==> src/rtl/ptcalc_mul_arbiter.sv <==
// ptcalc_mul_arbiter: round-robin arbiter sharing one 16-bit unsigned x 26-bit
// signed multiplier among NUM_REQ requesters. Two-stage stall-able pipeline
// (operand register, product register) with a single valid/ready result bus.
//
// Ports:
//   ap_clk, ap_rst_n     rising-edge clock, synchronous active-low reset
//   req_valid/req_ready  per-requester handshake (req_ready is one-hot or zero)
//   req_a/req_b/req_tag  packed per-requester operands and user tag
//   res_valid/res_ready  result handshake
//   res_p, res_ovf       41-bit wrapped product and overflow flag
//   res_src, res_tag     originating requester index and its tag
//   busy                 either pipeline stage holds a valid entry
module ptcalc_mul_arbiter #(
   parameter int unsigned NUM_REQ = 4,
   parameter int unsigned TAG_W   = 4,
   parameter int unsigned SRC_W   = 2
) (
   input  logic                     ap_clk,
   input  logic                     ap_rst_n,
   input  logic [NUM_REQ-1:0]       req_valid,
   output logic [NUM_REQ-1:0]       req_ready,
   input  logic [NUM_REQ*16-1:0]    req_a,
   input  logic [NUM_REQ*26-1:0]    req_b,
   input  logic [NUM_REQ*TAG_W-1:0] req_tag,
   output logic                     res_valid,
   input  logic                     res_ready,
   output logic [40:0]              res_p,
   output logic                     res_ovf,
   output logic [SRC_W-1:0]         res_src,
   output logic [TAG_W-1:0]         res_tag,
   output logic                     busy
);

   localparam int unsigned A_W = 16;
   localparam int unsigned B_W = 26;
   localparam int unsigned P_W = 41;
   localparam int unsigned X_W = 42;

   // Stage 1: operand register
   logic             s1_valid_q, s1_valid_d;
   logic [A_W-1:0]   s1_a_q,     s1_a_d;
   logic [B_W-1:0]   s1_b_q,     s1_b_d;
   logic [TAG_W-1:0] s1_tag_q,   s1_tag_d;
   logic [SRC_W-1:0] s1_src_q,   s1_src_d;

   // Stage 2: product register, drives the result bus directly
   logic             s2_valid_q, s2_valid_d;
   logic [P_W-1:0]   res_p_q,    res_p_d;
   logic             res_ovf_q,  res_ovf_d;
   logic [SRC_W-1:0] res_src_q,  res_src_d;
   logic [TAG_W-1:0] res_tag_q,  res_tag_d;

   logic [SRC_W-1:0] ptr_q, ptr_d;

   logic             adv_c;
   logic             grant_found_c;
   logic [SRC_W-1:0] grant_idx_c;
   logic             accept_c;
   logic [A_W-1:0]   sel_a_c;
   logic [B_W-1:0]   sel_b_c;
   logic [TAG_W-1:0] sel_tag_c;

   logic signed [X_W-1:0] a_ext_c, b_ext_c, prod_c;

   // Pipeline moves whenever stage 2 is empty or being drained this cycle
   assign adv_c = !s2_valid_q || res_ready;

   // Round-robin scan starting at ptr; wraps modulo NUM_REQ
   always_comb begin
      logic [SRC_W:0]   sum;
      logic [SRC_W-1:0] scan_idx;
      grant_found_c = 1'b0;
      grant_idx_c   = '0;
      sum           = '0;
      scan_idx      = '0;
      for (int k = 0; k < int'(NUM_REQ); k++) begin
         sum = {1'b0, ptr_q} + (SRC_W+1)'(k);
         if (sum >= (SRC_W+1)'(NUM_REQ)) begin
            sum = sum - (SRC_W+1)'(NUM_REQ);
         end
         scan_idx = sum[SRC_W-1:0];
         if (!grant_found_c && req_valid[scan_idx]) begin
            grant_found_c = 1'b1;
            grant_idx_c   = scan_idx;
         end
      end
   end

   // Grant is suppressed during reset and while the pipeline is stalled
   assign accept_c = ap_rst_n && grant_found_c && adv_c;

   always_comb begin
      req_ready = '0;
      if (accept_c) begin
         req_ready[grant_idx_c] = 1'b1;
      end
   end

   // Operand mux for the winning requester
   always_comb begin
      sel_a_c   = '0;
      sel_b_c   = '0;
      sel_tag_c = '0;
      for (int i = 0; i < int'(NUM_REQ); i++) begin
         if (grant_idx_c == SRC_W'(i)) begin
            sel_a_c   = req_a[i*A_W +: A_W];
            sel_b_c   = req_b[i*B_W +: B_W];
            sel_tag_c = req_tag[i*TAG_W +: TAG_W];
         end
      end
   end

   // Exact product always fits in 42 bits: 17-bit signed x 26-bit signed
   assign a_ext_c = $signed({(X_W-A_W)'(0), s1_a_q});
   assign b_ext_c = $signed({{(X_W-B_W){s1_b_q[B_W-1]}}, s1_b_q});
   assign prod_c  = a_ext_c * b_ext_c;

   // Next-state logic for both stages and the round-robin pointer
   always_comb begin
      s1_valid_d = s1_valid_q;
      s1_a_d     = s1_a_q;
      s1_b_d     = s1_b_q;
      s1_tag_d   = s1_tag_q;
      s1_src_d   = s1_src_q;
      s2_valid_d = s2_valid_q;
      res_p_d    = res_p_q;
      res_ovf_d  = res_ovf_q;
      res_src_d  = res_src_q;
      res_tag_d  = res_tag_q;
      ptr_d      = ptr_q;

      if (adv_c) begin
         s1_valid_d = accept_c;
         if (accept_c) begin
            s1_a_d   = sel_a_c;
            s1_b_d   = sel_b_c;
            s1_tag_d = sel_tag_c;
            s1_src_d = grant_idx_c;
            ptr_d    = (grant_idx_c == SRC_W'(NUM_REQ-1)) ? '0
                                                          : grant_idx_c + SRC_W'(1);
         end

         s2_valid_d = s1_valid_q;
         if (s1_valid_q) begin
            res_p_d   = prod_c[P_W-1:0];
            // Overflow when the top two bits of the exact product disagree
            res_ovf_d = prod_c[X_W-1] ^ prod_c[X_W-2];
            res_src_d = s1_src_q;
            res_tag_d = s1_tag_q;
         end
      end
   end

   // State registers
   always_ff @(posedge ap_clk) begin
      if (!ap_rst_n) begin
         s1_valid_q <= 1'b0;
         s1_a_q     <= '0;
         s1_b_q     <= '0;
         s1_tag_q   <= '0;
         s1_src_q   <= '0;
         s2_valid_q <= 1'b0;
         res_p_q    <= '0;
         res_ovf_q  <= 1'b0;
         res_src_q  <= '0;
         res_tag_q  <= '0;
         ptr_q      <= '0;
      end else begin
         s1_valid_q <= s1_valid_d;
         s1_a_q     <= s1_a_d;
         s1_b_q     <= s1_b_d;
         s1_tag_q   <= s1_tag_d;
         s1_src_q   <= s1_src_d;
         s2_valid_q <= s2_valid_d;
         res_p_q    <= res_p_d;
         res_ovf_q  <= res_ovf_d;
         res_src_q  <= res_src_d;
         res_tag_q  <= res_tag_d;
         ptr_q      <= ptr_d;
      end
   end

   assign res_valid = s2_valid_q;
   assign res_p     = res_p_q;
   assign res_ovf   = res_ovf_q;
   assign res_src   = res_src_q;
   assign res_tag   = res_tag_q;
   assign busy      = s1_valid_q | s2_valid_q;

endmodule

==> config.mk <==
export PLATFORM = sky130hd
export DESIGN_NAME = ptcalc_mul_arbiter
export DESIGN_NICKNAME = d
export VERILOG_FILES = /design/src/rtl/ptcalc_mul_arbiter.sv
export SDC_FILE = /design/constraint.sdc
export NUM_CORES = 1
export LEC_CHECK = 0
export CAP_MARGIN = 30
export CORE_MARGIN = 4
export CORE_UTILIZATION = 50
export DETAILED_ROUTE_END_ITERATION = 7
export GPL_ROUTABILITY_DRIVEN = 0
export PLACE_DENSITY = 0.75
export SLEW_MARGIN = 15
export SYNTH_ARGS = -nofsm -noshare
export SYNTH_HDL_FRONTEND = slang
export SYNTH_SLANG_ARGS = --single-unit
==> constraint.sdc <==
create_clock -name ap_clk -period 18.65 [get_ports ap_clk]
set_clock_uncertainty 0.1 [all_clocks]
set_input_delay 4.6625 -clock ap_clk [delete_from_list [all_inputs] [get_ports ap_clk]]
set_output_delay 4.6625 -clock ap_clk [all_outputs]
set_load 0.005 [all_outputs]
==> results.md <==
Status:
- The run finished with clean final reports.

Floorplan:
- The die covers 0.0427 mm2.
- The standard cell core area is 0.0388 mm2.
- After floorplanning, the core was divided into between 70 and 80 placement rows.
- The initial standard-cell utilization of the core is between 50 and 60%.
- The number of placed I/O pins is 245.
- The width of the die is 207 um.
- The chip height is 207 um.

Global route:
- The number of antenna violations at the first check in global routing was 0.
- The largest net degree at the start of global routing is between 90 and 100.
- The global-route wire length before repair is about 89000 um.
- Across every metal layer, demand over resource in global routing totals between 20% and 30%.
- The number of global-route vias before repair was between 15000 and 20000.
- The total congestion overflow after global routing is 0.

Setup path:
- The capturing element type of the critical path is an output pin.
- The kind of start point of the critical path is a primary input.
- STA puts the critical path data required time at approximately 14 ns.
- Among the stages of the critical path, the cell type that occurs most often is nor2_1.
- On the critical path the largest part of the delay comes from buffers and inverters.
- The critical path start-end classification is in -> out.
- The delay contributed by the slowest stage of the critical path is 0.91 ns.
- Counting both buffers and inverters, the worst setup path holds a total of 3.
- For the worst setup path, the data arrival time is roughly 8 ns.
- For this design, the slowest cell found on the critical path is ha_2.
- The critical path goes through clkdlybuf4s50_1 > inv_1 > nor2_1 > a21oi_1 > nor2_1 > a221o_1 > nor2_1 > ha_2 > and2_1 > clkdlybuf4s50_1.
- Of all nets on the critical path, the largest fanout is 48.

Yosys:
- The biggest area contributor in the post-synthesis netlist is fa_1.
- The count of flip-flops with a built-in enable after synthesis is 0.
- The proportion of register bits with asynchronous set or reset after synthesis is 0%.
- Synthesis produced a netlist whose cell count is roughly 2300.
- By area the synthesized netlist is led by fa_1 (41%), dfxtp_1 (10%), inv_1 (9.4%), nand2_1 (7.3%), ha_1 (6.7%).
- The number of distinct library cell variants in the gate-level netlist after synthesis is 62.
- In this run, synthesis produced a sequential element count of 100.
- The share of the synthesized area in the top cell type is between 40% and 50%.
- The synthesized area is roughly 0.020 mm2.
- Each instance of the synthesized netlist takes up on average approximately 8.5 um2.
- When the netlist entered floorplanning its net count stood at a little over 3000.
- The Yosys step of the flow raised 0 warnings.
- The sequential-to-total area share from yosys stat is between 10% and 20%.
- The leading register cell type out of synthesis is dfxtp_1.

STA:
- After routing, the total negative slack on setup checks comes to 0 ns.
- For the pin with the worst max-slew slack, the measured transition is 0.995 ns.
- The headroom to the max-slew limit is between 30% and 40%.
- The worst path needs between 10 and 15 ns of the cycle, external delays included.
- The worst path meets setup with between 5 and 6 ns of slack.
- Setup repair after global routing left no endpoint under its margin.
- The hold violation count in the final report was 0.
- For this run, the top clock speed supported by timing is around 79 MHz.
- The setup violation total in the final timing report is 0.
- The final worst hold slack is around 0.35 ns.
- The number of slew-limit violations in the final report is 0.
- The period utilization is 67.9%.

CTS:
- The setup fix buffers added after clock tree synthesis is 0.
- The clock input transition at the sequential cells of the worst setup and hold paths is ~0.070 ns.
- The root buffer cell is clkbuf_16.
- The number of clock buffers inserted by TritonCTS is 9.
- The insertion delay of the later-clocked pin in the worst-skew pair is ~0.40 ns.
- The number of buffers inserted by hold repair at cts is 0.
- The clock passes through at most 2 buffers.
- The clock net sink count is 100.
- In this run, post-CTS repair resized a total of 0 instances.
- The H-tree was split into 3 levels.
- TritonCTS built the clock tree.

Place:
- After legalization and detailed placement, the total HPWL measured about 43000 um.
- The pre-CTS setup slack is about 6 ns.
- The placed instances occupy a cell area of around 0.023 mm2.
- The number of buffers inserted by port buffering is between 200 and 250.

Drt:
- For this block, the routed nets add up to roughly 54000 um of wire.
- The number of antenna-violating nets in the routed design is 0.
- The final route contains ~16000 vias.
- The vias per cell is ~5.5.
- In the final routed layout, each cell accounts on average for approximately 18 um.
- The residual DRC count is 0.
- After the first detailed-routing iteration, the DRC count stood at just under 900.
- The first detailed-routing pass ran for 5 iterations.

Cells and area:
- The filler cells instantiated in the layout total between 3000 and 4000.
- In the layout the commonest cells are inv_1 (493), fa_1 (400), nand2_1 (382).
- The share of cells above drive strength 1 is 2.26%.
- The leading cell type in the layout, fill and taps excluded is inv_1.
- The area added between synthesis and finish is 16.0%.
- In the final design database the tool counted 3172 nets.
- 0 antenna diodes ended up in the layout.
- After routing the design area is approximately 0.023 mm2.

Flow run:
- The total of max-cap violations is 0.

Power and ir drop:
- For this design the ratio of total power to cell area is approximately 68 mW/mm2.
- For this design the static power due to leakage is 11.0 nW.
- The worst-case IR drop observed on VDD is around 0.056 mV.

Hold path:
- The worst min-delay path class is reg -> reg.
-- state kept, by name, summed over array words and instances (netlist names) --
name,cells
s1_tag_q,4
s1_a_q,16
ptr_q,2
s1_valid_q,1
res_p,41
res_valid,1
res_tag,4
res_src,2
res_ovf,1
s1_b_q,26
s1_src_q,2
-- layer usage --
metal  track usage, %  wire, um  vias to the layer above
met5                0         0                        -
met4             14.4      3250                        0
met3             3.92      3110                      193
met2             49.7     29000                      599
met1             29.4     19100                     8177
li1                 -         -                     7399
-- power breakdown --
part           switching [mW]  internal (mW)  leakage [nW]
Sequential             0.0654          0.252         0.823
Clock                   0.107         0.0954         0.144
Combinational           0.579          0.455          10.0
-- kinds of logic after synthesis --
kind of cell / count (synthesis) / synth area share (%)
XOR/XNOR: 40 / 1.78
multiplexers: 2 / 0.101
flip-flops: 100 / 10.1
AND/OR/NAND/NOR: 712 / 16.6
adder cells (fa/ha/maj): 506 / 47.3
AO/OA/AOI/OAI: 343 / 12.0
buffers and inverters: 630 / 12.0
-- path summary, 6_finish.rpt --
check                  to  slack (ns)  depth (start not counted)         start
max          req_ready[1]        5.98                         10  req_valid[0]
min              res_p[0]        0.35                          2      res_p[0]
min reg2reg      res_p[0]        0.35                          2      res_p[0]
max reg2reg       res_ovf       11.08                         21    s1_b_q[25]
-- worst register-to-register path, stage by stage, from the launching register on --
cell	delay (ns)
dfxtp_1	0.72
nand2_1	0.28
fa_1	0.66
inv_1	0.15
fa_1	0.80
fa_1	0.52
fa_1	0.51
fa_1	0.49
inv_1	0.05
fa_1	0.47
inv_1	0.05
ha_1	0.38
nand4_1	0.14
nor3_1	0.45
nand4_1	0.15
o2bb2ai_1	0.48
o41ai_4	0.14
o2111ai_2	0.23
a21oi_2	0.08
xnor2_1	0.14
nor3b_1	0.15
a311o_1	0.31
-- Yosys cell counts (2+ instances only) --
library cell,instances
buf_1,9
xnor2_1,29
and3_1,4
or3_1,6
nor3b_1,4
o211ai_1,51
o21ai_1,31
nor4_1,2
o21a_1,5
a311o_1,3
clkbuf_1,126
ha_1,106
xor2_1,11
and2_1,182
fa_1,400
a211oi_1,5
nor3_1,7
a21o_1,13
a21oi_2,2
o21bai_1,3
nor2b_1,7
nand4_1,8
nand4b_1,3
nor2_1,79
o21ai_0,21
nand2_1,383
o31a_1,2
mux2i_1,2
inv_1,493
o31ai_1,3
o22ai_1,3
o211a_1,33
a31oi_1,4
or4_1,2
a22oi_1,46
a21oi_1,88
a21boi_1,13
nand3_1,18
nand2b_1,4
dfxtp_1,100
-- final cells by class --
| class | count | area (um2) | share of cell area, % |
|---|---|---|---|
| Clock inverter | 7 | 77.6 | 0.339 |
| Sequential cell | 100 | 2000 | 8.75 |
| Clock buffer | 9 | 225 | 0.984 |
| Timing Repair Buffer | 267 | 2690 | 11.8 |
| Multi-Input combinational cell | 1603 | 15400 | 67.2 |
| Inverter | 494 | 1850 | 8.10 |
| Tap cell | 518 | 648 | 2.83 |
-- metrics by stage --
| stage | util, % | total power, mW | instances |
|---|---|---|---|
| detailed placement | 58.0 | 1.36 | 2980 |
| floorplan | - | 1.01 | 2333 |
| global placement | 57.8 | 1.33 | 2976 |
| finish | 59.0 | 1.55 | 2998 |
| global route | 59.0 | 1.72 | 2998 |
| CTS | 58.8 | 1.57 | 2996 |
Note: power is estimated with default switching activity, not from simulation.
